`src/rtl/mips_multicycle_core.sv`:
```
`timescale 1ns/1ps
`default_nettype none
// ============================================================================
// mips_multicycle_core : multicycle MIPS-32 core, one shared memory port
// Rev 1.0 - initial release
// ============================================================================
module mips_multicycle_core #(
  parameter logic [31:0] RESET_PC  = 32'h0000_0000,
  parameter int          RET_CNT_W = 32
) (
  input  logic                 clock,
  input  logic                 reset,
  output logic                 mem_req,
  output logic                 mem_we,
  output logic [31:0]          mem_addr,
  output logic [31:0]          mem_wdata,
  input  logic [31:0]          mem_rdata,
  input  logic                 mem_ready,
  output logic [31:0]          nextPC,
  output logic [31:0]          ula_result,
  output logic [31:0]          data_mem,
  output logic                 retired,
  output logic [RET_CNT_W-1:0] ret_count,
  output logic                 trap
);

  typedef enum logic [2:0] {
    S_FETCH  = 3'd0,
    S_DECODE = 3'd1,
    S_EXEC   = 3'd2,
    S_MEM    = 3'd3,
    S_WB     = 3'd4,
    S_TRAP   = 3'd5
  } state_t;

  localparam logic [5:0] c_op_rtype = 6'h00, c_op_j    = 6'h02, c_op_jal  = 6'h03;
  localparam logic [5:0] c_op_beq   = 6'h04, c_op_bne  = 6'h05, c_op_addi = 6'h08;
  localparam logic [5:0] c_op_addiu = 6'h09, c_op_slti = 6'h0A, c_op_andi = 6'h0C;
  localparam logic [5:0] c_op_ori   = 6'h0D, c_op_lw   = 6'h23, c_op_sw   = 6'h2B;
  localparam logic [5:0] c_fn_sll   = 6'h00, c_fn_srl  = 6'h02, c_fn_jr   = 6'h08;
  localparam logic [5:0] c_fn_add   = 6'h20, c_fn_sub  = 6'h22, c_fn_and  = 6'h24;
  localparam logic [5:0] c_fn_or    = 6'h25, c_fn_slt  = 6'h2A;
  localparam logic [RET_CNT_W-1:0] c_ret_one = RET_CNT_W'(1);

  state_t               r_state;
  logic [31:0]          r_pc, r_ir, r_a, r_b, r_alu_out, r_mdr;
  logic [31:0]          r_regs [32];
  logic [RET_CNT_W-1:0] r_ret_cnt;
  logic                 r_retired, r_trap;

  logic [5:0]  w_op, w_funct;
  logic [4:0]  w_rs, w_rt, w_rd, w_shamt, w_wb_dst;
  logic [15:0] w_imm;
  logic [25:0] w_target;
  logic [31:0] w_sext, w_zext, w_alu_b, w_alu_res, w_wb_data;
  logic        w_rtype, w_rtype_ok, w_is_jr, w_is_lw, w_is_sw, w_is_beq, w_is_bne;
  logic        w_is_j, w_is_jal, w_is_alui, w_is_logic_imm, w_legal, w_take;

  assign w_op     = r_ir[31:26];
  assign w_rs     = r_ir[25:21];
  assign w_rt     = r_ir[20:16];
  assign w_rd     = r_ir[15:11];
  assign w_shamt  = r_ir[10:6];
  assign w_funct  = r_ir[5:0];
  assign w_imm    = r_ir[15:0];
  assign w_target = r_ir[25:0];
  assign w_sext   = {{16{w_imm[15]}}, w_imm};
  assign w_zext   = {16'h0000, w_imm};

  assign w_rtype        = (w_op == c_op_rtype);
  assign w_rtype_ok     = w_funct inside {c_fn_sll, c_fn_srl, c_fn_jr, c_fn_add,
                                          c_fn_sub, c_fn_and, c_fn_or, c_fn_slt};
  assign w_is_jr        = w_rtype && (w_funct == c_fn_jr);
  assign w_is_lw        = (w_op == c_op_lw);
  assign w_is_sw        = (w_op == c_op_sw);
  assign w_is_beq       = (w_op == c_op_beq);
  assign w_is_bne       = (w_op == c_op_bne);
  assign w_is_j         = (w_op == c_op_j);
  assign w_is_jal       = (w_op == c_op_jal);
  assign w_is_logic_imm = (w_op == c_op_andi) || (w_op == c_op_ori);
  assign w_is_alui      = w_op inside {c_op_addi, c_op_addiu, c_op_slti, c_op_andi, c_op_ori};
  assign w_legal        = (w_rtype && w_rtype_ok) || w_is_alui || w_is_lw || w_is_sw ||
                          w_is_beq || w_is_bne || w_is_j || w_is_jal;
  assign w_take         = (w_is_beq && (r_a == r_b)) || (w_is_bne && (r_a != r_b));

  // andi/ori take a zero-extended immediate; everything else sign-extends
  assign w_alu_b = w_rtype ? r_b : (w_is_logic_imm ? w_zext : w_sext);

  always_comb begin
    w_alu_res = r_a + w_alu_b;
    if (w_rtype) begin
      case (w_funct)
        c_fn_sub: w_alu_res = r_a - r_b;
        c_fn_and: w_alu_res = r_a & r_b;
        c_fn_or:  w_alu_res = r_a | r_b;
        c_fn_slt: w_alu_res = {31'd0, $signed(r_a) < $signed(r_b)};
        c_fn_sll: w_alu_res = r_b << w_shamt;
        c_fn_srl: w_alu_res = r_b >> w_shamt;
        default:  ;
      endcase
    end else begin
      case (w_op)
        c_op_andi: w_alu_res = r_a & w_alu_b;
        c_op_ori:  w_alu_res = r_a | w_alu_b;
        c_op_slti: w_alu_res = {31'd0, $signed(r_a) < $signed(w_alu_b)};
        default:   ;
      endcase
    end
  end

  assign w_wb_dst  = w_rtype ? w_rd : w_rt;
  assign w_wb_data = w_is_lw ? r_mdr : r_alu_out;

  always_ff @(posedge clock or negedge reset) begin
    if (!reset) begin
      r_state   <= S_FETCH;
      r_pc      <= RESET_PC;
      r_ir      <= '0;
      r_a       <= '0;
      r_b       <= '0;
      r_alu_out <= '0;
      r_mdr     <= '0;
      r_ret_cnt <= '0;
      r_retired <= 1'b0;
      r_trap    <= 1'b0;
      for (int i = 0; i < 32; i++) r_regs[i] <= '0;
    end else begin
      r_retired <= 1'b0;
      case (r_state)
        S_FETCH: if (mem_ready) begin
          r_ir    <= mem_rdata;
          r_pc    <= r_pc + 32'd4;
          r_state <= S_DECODE;
        end
        S_DECODE: begin
          r_a       <= r_regs[w_rs];
          r_b       <= r_regs[w_rt];
          r_alu_out <= r_pc + (w_sext << 2);
          if (w_legal) begin
            r_state <= S_EXEC;
          end else begin
            r_state <= S_TRAP;
            r_trap  <= 1'b1;
          end
        end
        S_EXEC: begin
          if (w_is_lw || w_is_sw) begin
            r_alu_out <= w_alu_res;
            r_state   <= S_MEM;
          end else if ((w_rtype && !w_is_jr) || w_is_alui) begin
            r_alu_out <= w_alu_res;
            r_state   <= S_WB;
          end else begin
            if (w_take)                  r_pc <= r_alu_out;
            else if (w_is_j || w_is_jal) r_pc <= {r_pc[31:28], w_target, 2'b00};
            else if (w_is_jr)            r_pc <= r_a;
            if (w_is_jal) r_regs[31] <= r_pc;
            r_ret_cnt <= r_ret_cnt + c_ret_one;
            r_retired <= 1'b1;
            r_state   <= S_FETCH;
          end
        end
        S_MEM: if (mem_ready) begin
          if (w_is_lw) begin
            r_mdr   <= mem_rdata;
            r_state <= S_WB;
          end else begin
            r_ret_cnt <= r_ret_cnt + c_ret_one;
            r_retired <= 1'b1;
            r_state   <= S_FETCH;
          end
        end
        S_WB: begin
          if (w_wb_dst != 5'd0) r_regs[w_wb_dst] <= w_wb_data;
          r_ret_cnt <= r_ret_cnt + c_ret_one;
          r_retired <= 1'b1;
          r_state   <= S_FETCH;
        end
        S_TRAP:  r_state <= S_TRAP;
        default: r_state <= S_FETCH;
      endcase
    end
  end

  // Request is qualified by reset so it drops the instant reset falls
  assign mem_req    = reset && ((r_state == S_FETCH) || (r_state == S_MEM));
  assign mem_we     = (r_state == S_MEM) && w_is_sw;
  assign mem_addr   = {(r_state == S_MEM) ? r_alu_out[31:2] : r_pc[31:2], 2'b00};
  assign mem_wdata  = r_b;
  assign nextPC     = r_pc;
  assign ula_result = r_alu_out;
  assign data_mem   = r_mdr;
  assign retired    = r_retired;
  assign ret_count  = r_ret_cnt;
  assign trap       = r_trap;

endmodule
`default_nettype wire

```
`config.mk`:
```
export PLATFORM = sky130hd
export DESIGN_NAME = mips_multicycle_core
export DESIGN_NICKNAME = d
export VERILOG_FILES = /design/src/rtl/mips_multicycle_core.sv
export SDC_FILE = /design/constraint.sdc
export NUM_CORES = 2
export LEC_CHECK = 0
export BUFFER_PORTS_ARGS = -buffer_cell sky130_fd_sc_hd__buf_2
export CAP_MARGIN = 20
export CORE_ASPECT_RATIO = 0.6
export CORE_MARGIN = 1
export CORE_UTILIZATION = 54
export DETAILED_ROUTE_END_ITERATION = 16
export HOLD_SLACK_MARGIN = 0.05
export MAX_ROUTING_LAYER = met4
export PLACE_DENSITY = 0.81
export SYNTH_ARGS = -nofsm -noshare
export SYNTH_HDL_FRONTEND = slang
export SYNTH_SLANG_ARGS = --single-unit
```
`constraint.sdc`:
```
create_clock -name clock -period 9.2 [get_ports clock]
set_input_delay 0.92 -clock clock [delete_from_list [all_inputs] [get_ports clock]]
set_output_delay 0.92 -clock clock [all_outputs]
set_load 0.02 [all_outputs]
```
# Word level (Yosys, flattened, before mapping)
# Index checks and enable logic that the tools add are counted.
dict set report totals {
  regBits 1253
  wordCells 191
  out_inout_bits 196
}
dict set report op_classes {
  add_sub_neg 5
  order_cmp 6
  eq_ne 36
  reduce_logical 42
  shift 2
  bitwise_logic 8
  muxes 49
}
# op n
set op_table {}
lappend op_table {{bitwise mux 1024 bit} 1}
lappend op_table {{2-to-1 mux 32 bit} 25}
lappend op_table {{binary-select mux 32 bit (select 5 bit)} 2}
lappend op_table {{one-hot mux 32 bit (2 select lines)} 3}
lappend op_table {{one-hot mux 32 bit (3 select lines)} 2}
lappend op_table {{one-hot mux 32 bit (6 select lines)} 1}
lappend op_table {{demux 32 bit (select 5 bit)} 1}
lappend op_table {{adder 32 bit} 2}
lappend op_table {{AND 32 bit} 2}
lappend op_table {{< comparator 32 bit} 2}
lappend op_table {{OR 32 bit} 2}
lappend op_table {{equality test 6 bit, second input constant} 7}
lappend op_table {{equality test 6 x 4 -> 1 bit, second input constant} 6}
lappend op_table {{adder 32 x 1 -> 32 bit, second input constant} 1}
lappend op_table {{adder 32 x 3 -> 32 bit, second input constant} 1}
lappend op_table {{equality test 32 bit} 1}
lappend op_table {{inequality test 32 bit} 1}
lappend op_table {{left shift 32 x 5 -> 32 bit} 1}
lappend op_table {{>> shifter 32 x 5 -> 32 bit} 1}
lappend op_table {{subtractor 32 bit} 1}
lappend op_table {{2-to-1 mux 30 bit} 1}
lappend op_table {{equality test 6 x 2 -> 1 bit, second input constant} 3}
lappend op_table {{>= comparator 6 bit, second input constant} 3}
lappend op_table {{2-to-1 mux 3 bit} 6}
lappend op_table {{other kinds (27)} 72}

# Logic depth before layout (Yosys ltp)
dict set report logic_depth {
  word_depth 12
  mapped_depth 22
  ltp_nobuf 17
}

# Worst setup path after synthesis
# Ideal clock, no wire load.
dict set report synth_timing {
  path_kind {reg2reg}
  startpoint {reg r_ir[27]}
  endpoint {reg r_alu_out[29], in the netlist ula_result[29]}
  path_buffers 5
  arrival_ps 4929
  synth_period_minus_slack_ps 4996
  setup_slack_ps 4204
  stages_incl_launch_ff 22
  setup_ps 67
  t_required_ps 9133
  path_cell_list {dfrtp_1 buf_2 nor3_1 and3b_1 buf_2 buf_2 buf_1 buf_1 nand2_1 o21ai_0 inv_1 ha_1 a211oi_1 o211ai_1 a221oi_1 o2111ai_1 nand2_1 o31ai_2 a31oi_1 mux2_2 a2111oi_0 a221o_1}
}
dict set report synth_between {
  elab_chain_len 10
  elab_cells_between_ends 28
  classes_between {add/sub: 1; eq/ne: 8; mux: 8; bitwise: 2; reduce/logical: 9}
}
# element line
set synth_lines {}
lappend synth_lines {{from (decl)} 46} ;# logic [31:0] r_pc, r_ir, r_a, r_b, r_alu_out, r_mdr;
lappend synth_lines {{from (signal assigned)} 131} ;# r_ir <= mem_rdata;
lappend synth_lines {{equality test 6 x 4 -> 1 bit} {80, 81, 102}}
lappend synth_lines {{logical OR 1 bit} 80} ;# assign w_is_logic_imm = (w_op == c_op_andi) || (w_op == c_op_ori);
lappend synth_lines {{2-to-1 mux 32 bit (2 in series)} 87} ;# assign w_alu_b = w_rtype ? r_b : (w_is_logic_imm ? w_zext : w_sext);
lappend synth_lines {{adder 32 bit, or another cell as far along} 90} ;# w_alu_res = r_a + w_alu_b;
lappend synth_lines {{one-hot mux 32 bit (6 select lines) or one-hot mux 32 bit (3 select lines) (tied branches)} {92, 102}}
lappend synth_lines {{2-to-1 mux 32 bit} 91} ;# if (w_rtype) begin
lappend synth_lines {{2-to-1 mux 32 bit} 150} ;# end else if ((w_rtype && !w_is_jr) || w_is_alui) begin
lappend synth_lines {{2-to-1 mux 32 bit} 147} ;# if (w_is_lw || w_is_sw) begin
lappend synth_lines {{one-hot mux 32 bit (2 select lines)} 129} ;# case (r_state)
lappend synth_lines {{to (signal assigned)} 138} ;# r_alu_out <= r_pc + (w_sext << 2);
lappend synth_lines {{to (signal assigned)} 148} ;# r_alu_out <= w_alu_res;
lappend synth_lines {{to (signal assigned)} 151} ;# r_alu_out <= w_alu_res;
lappend synth_lines {{to (decl)} 46}
# Several ways; a longest one is shown, not always the timed one. The select of a mux whose other input is x is not followed.
# A chain may end at the register's enable or synchronous reset.

# Worst setup path in the final report
dict set report layout_timing {
  startpoint {reg r_ir[27]}
  endpoint {reg r_alu_out[30], in the netlist ula_result[30]}
}
# The elaborated chain is that of the path after synthesis.

==> impl.org <==
** Yosys
- Proportion of synthesized flip-flops having asynchronous set or reset :: 1.00
- Counting flops and latches in the post-synthesis netlist gives 1253.
- Number of library cell types mapped by synthesis :: 84
- Main flop type after synthesis :: dfrtp_1
- Fraction of the yosys area taken by sequential cells :: 0.418
- Counting every instance in the synthesized netlist gives 7176.
- Synthesized area divided by synthesized cell count :: 10.5 um2
- The synthesized design contains 0 enable-type register cells.
- In this run the cell area of the synthesized design comes to around 0.075 mm2.
- Yosys printed 0 warnings.

** Critical path
- Signal arrival time at the worst endpoint :: 6.64 ns
- The worst register-to-register path begins at r_ir[27].
- R2r setup slk :: between 3 and 4 ns
- STA classifies the critical path endpoint as a flip-flop.
- STA classifies the critical path startpoint as a flip-flop.
- Worst EP required :: 9.87 ns
- The critical path is of the flip-flop to flip-flop type.
- In this run the worst path has a maximum fanout of 29.
- The endpoint identified for the worst register-to-register timing path is ula_result[30].
- Worst Reg-to-Reg Cells :: 14

** Floorplan
- After floorplanning, the core was divided into between 100 and 150 placement rows.
- I/O pin cnt :: ~230
- Area of the core :: 0.137 mm2
- In this run the vertical extent of the chip is just under 300 um.
- Die Area :: 0.140 mm2
- Effective utilization at floorplan :: 0.546
- In this run the horizontal extent of the chip is 483 um.

** Clock tree
- Cell chosen for the clock root :: clkbuf_16
- No sink is reached through more buffers than the 3 on the longest clock path.
- The later pin in the worst-skew pair is clocked with a latency of 0.77 ns.
- Once the clock tree was built, the resizer swapped 0 gates to a different size.
- TritonCTS built the clock tree.
- The H-tree was split into 3 levels.
- After clock tree synthesis, the setup repair step added 0 buffers.
- Total clock buffers created by CTS :: 114
- Counting every sink on the clock net gives 1253.
- Clock transition at path regs :: approximately 0.070 ns

** Global routing
- The initial antenna violation count came to 15.
- The first global-routing pass estimated 438000 um of wire.
- Across every metal layer, demand over resource in global routing totals 0.444.
- Via count of the first global-routing pass :: 61700
- Grt ovf :: 0
- Entering global routing, the biggest net connects around 170 pins.

** Power
- Of the total power, the share spent switching nets is 0.462.
- Of the total power, registers draw 0.311.
- Internal power comes to 17400 uW.
- IR analysis of the VDD net gives a maximum drop of roughly 240 uV.
- Switching pwr :: 14900 uW
- Of the total power, the clock network draws 0.161.
- Areal power density over the cells :: 394 mW/mm2
- Logic gate share of total power :: 0.528
- Leakage power :: 0.0355 uW

** Finish
- Most frequent standard cell in the layout excluding fill and tap cells :: dfrtp_1
- At the end of the flow, the number of nets in the layout was ~7300.
- Fraction of layout cells with a size suffix above 1 :: 0.211
- Top library cells by usage in the layout, fill and taps aside :: 1239 x dfrtp_1, 792 x a21oi_1, 787 x nand2_1
- Compared with the post-synthesis result, the final layout area differs by 9.20%.
- The filler cells instantiated in the layout total between 10000 and 15000.

** Route
- Residual DRC count :: 0
- Dividing the detail-routed wire length by the instance count gives 33.8 um.
- Vias per cell :: 7.14
- Via count of the routed design :: approximately 64000
- In this run the remaining antenna-violating nets after routing total 0.
- The first detailed-routing pass ran for 6 iterations.
- Wires add up to 303000 um.
- The detailed router finished its first iteration with 9993 violations.

** Outcome
- The flow ran to the end, and the final reports show no timing, DRC or antenna violations.

** Timing
- Unrepaired setup endpoints after global routing :: no
- Dividing the final minimum period by the clock period gives 0.649.
- The worst path meets setup with about 3.2 ns of slack.
- Final setup violation count :: 0
- At the pin with the least slew margin, the transition time is around 1.3 ns.
- The total count of max-transition violations in the final report came to 0.
- Headroom to the max-slew limit came out at 0.112.
- Shortest period the worst path allows :: 5.97 ns
- The final hold violation count is 0.
- Summed negative setup slack over all endpoints :: 0 ns
- The tightest hold path in the finished design has a slack of about 0.39 ns.
- Highest clock rate :: 168 MHz
- Clock skew on the completed layout was measured at between 0.05 and 0.06 ns.

** Min path
- Worst hold path startpoint :: mem_rdata[9]
- Hold Path Class :: input port to flip-flop
- The path with the worst hold slack has its endpoint at r_ir[9].
- Number of cells on the worst hold path :: 3

** Place
- Worst slack at placement :: 3.41 ns
- Port buffer count :: 228
- The congestion estimate from routability-driven global placement came to 1.09.
- Detailed placement HPWL :: slightly above 200000 um

** Flow run
- Max-cap viol count :: 0
==> registers in the layout, summed over array words and instances (netlist names) <==
name and flops:
r_a 32, trap 1, ret_count 32, retired 1, data_mem 32, ula_result 32
r_ir 32, nextPC 32, r_state 3, r_regs 1024, mem_wdata 32
==> cell type report <==
class,instances,area (um2),area share
Antenna cell,6,15.0,0.000183
Timing Repair Buffer,424,2770,0.0338
Inverter,173,649,0.00793
Clock inverter,59,781,0.00953
Sequential cell,1253,31400,0.383
Tap cell,1819,2280,0.0278
Multi-Input combinational cell,5089,40800,0.498
Clock buffer,152,3210,0.0392
==> metal layers <==
layer | wire length, um | track usage | vias up
li1 | - | - | 25800
met1 | 122000 | 0.631 | 32300
met2 | 124000 | 0.586 | 5089
met3 | 44000 | 0.149 | 890
met4 | 13500 | 0.168 | 0
met5 | 0 | - | -
==> kinds of logic (layout without fill, tap and decap cells) <==
kind of cell | count (synthesis) | count (layout) | share of synthesized area
simple gates | 1886 | 1886 | 0.104
compound gates | 1923 | 1923 | 0.142
fa+ha+maj | 227 | 227 | 0.0382
flops | 1253 | 1253 | 0.418
other cells | 1 | 8 | 0.0000500
buf+inv | 835 | 808 | 0.0426
mux | 949 | 949 | 0.243
xor+xnor | 102 | 102 | 0.0119
==> worst max-delay path, cell delays in order, from the launching register on <==
cell and delay (ns):
dfrtp_1 0.46, nor3_1 0.52, and3b_2 0.29, buf_4 0.39
o21ai_0 0.30, fa_1 0.49, a21o_1 0.20, a221oi_1 0.81
o21a_1 0.51, o22ai_1 0.37, o311ai_1 0.62, a21oi_1 0.16
o32ai_1 0.33, a31oi_1 0.13, o32ai_1 0.24
==> cells in the mapped netlist, types with 33 or more instances <==
cell         n  area (um2)
o22ai_1     50         313
clkbuf_1   552        2070
a31oi_1     42         263
mux4_2     689       15500
mux2_2      81         912
buf_2       40         200
inv_1      170         638
nor2_1     770        2890
nor3_1      51         255
nand3_1     56         280
nand2_1    804        3020
mux2i_1    179        1790
nor2b_1     50         313
o211ai_1    33         248
a21oi_1    792        3960
ha_1       224        2800
o21ai_0    761        3810
xnor2_1     70         613
dfrtp_1   1253       31400
buf_1       68         255
==> power groups by stage <==
stage / registers (uW) / clock network (uW) / logic (uW)
6_report: 10000 / 5190 / 17100
4_1_cts: 9880 / 5190 / 16600
3_3_place_gp: 9690 / 0 / 16200
3_5_place_dp: 9930 / 0 / 16400
5_1_grt: 10200 / 5400 / 17900
2_1_floorplan: 8860 / 0 / 11500
==> per-stage QoR <==
stage / cells / power (uW) / area, um2 / utilization
detailed placement: 8751 / 26400 / 77800 / 0.567
finish: 8975 / 32300 / 81900 / 0.596
floorplan: 7177 / 20400 / 75000 / -
CTS: 8963 / 31600 / 81800 / 0.596
global route: 8974 / 33500 / 81900 / 0.596
global placement: 8751 / 25900 / 77800 / 0.567
==> worst max path at each step <==
stage | from | to | slack (ns) | depth (start not counted)
final | r_ir[27] | ula_result[30] | 3.23 | 14
after global routing | r_ir[27] | ula_result[30] | 3.10 | 16
after CTS | r_ir[27] | ula_result[30] | 3.45 | 16
after detailed placement | r_ir[27] | ula_result[30] | 3.41 | 16
after global placement | r_ir[27] | ula_result[30] | 3.47 | 14
after floorplan | r_ir[27] | ula_result[29] | 4.20 | 21
==> timing repair <==
action,in CTS,in global routing
setup endpoints to repair,0,0
endpoints found under the hold margin,24,0
hold buffers,1,0
Note: power is estimated with default switching activity, not from simulation.
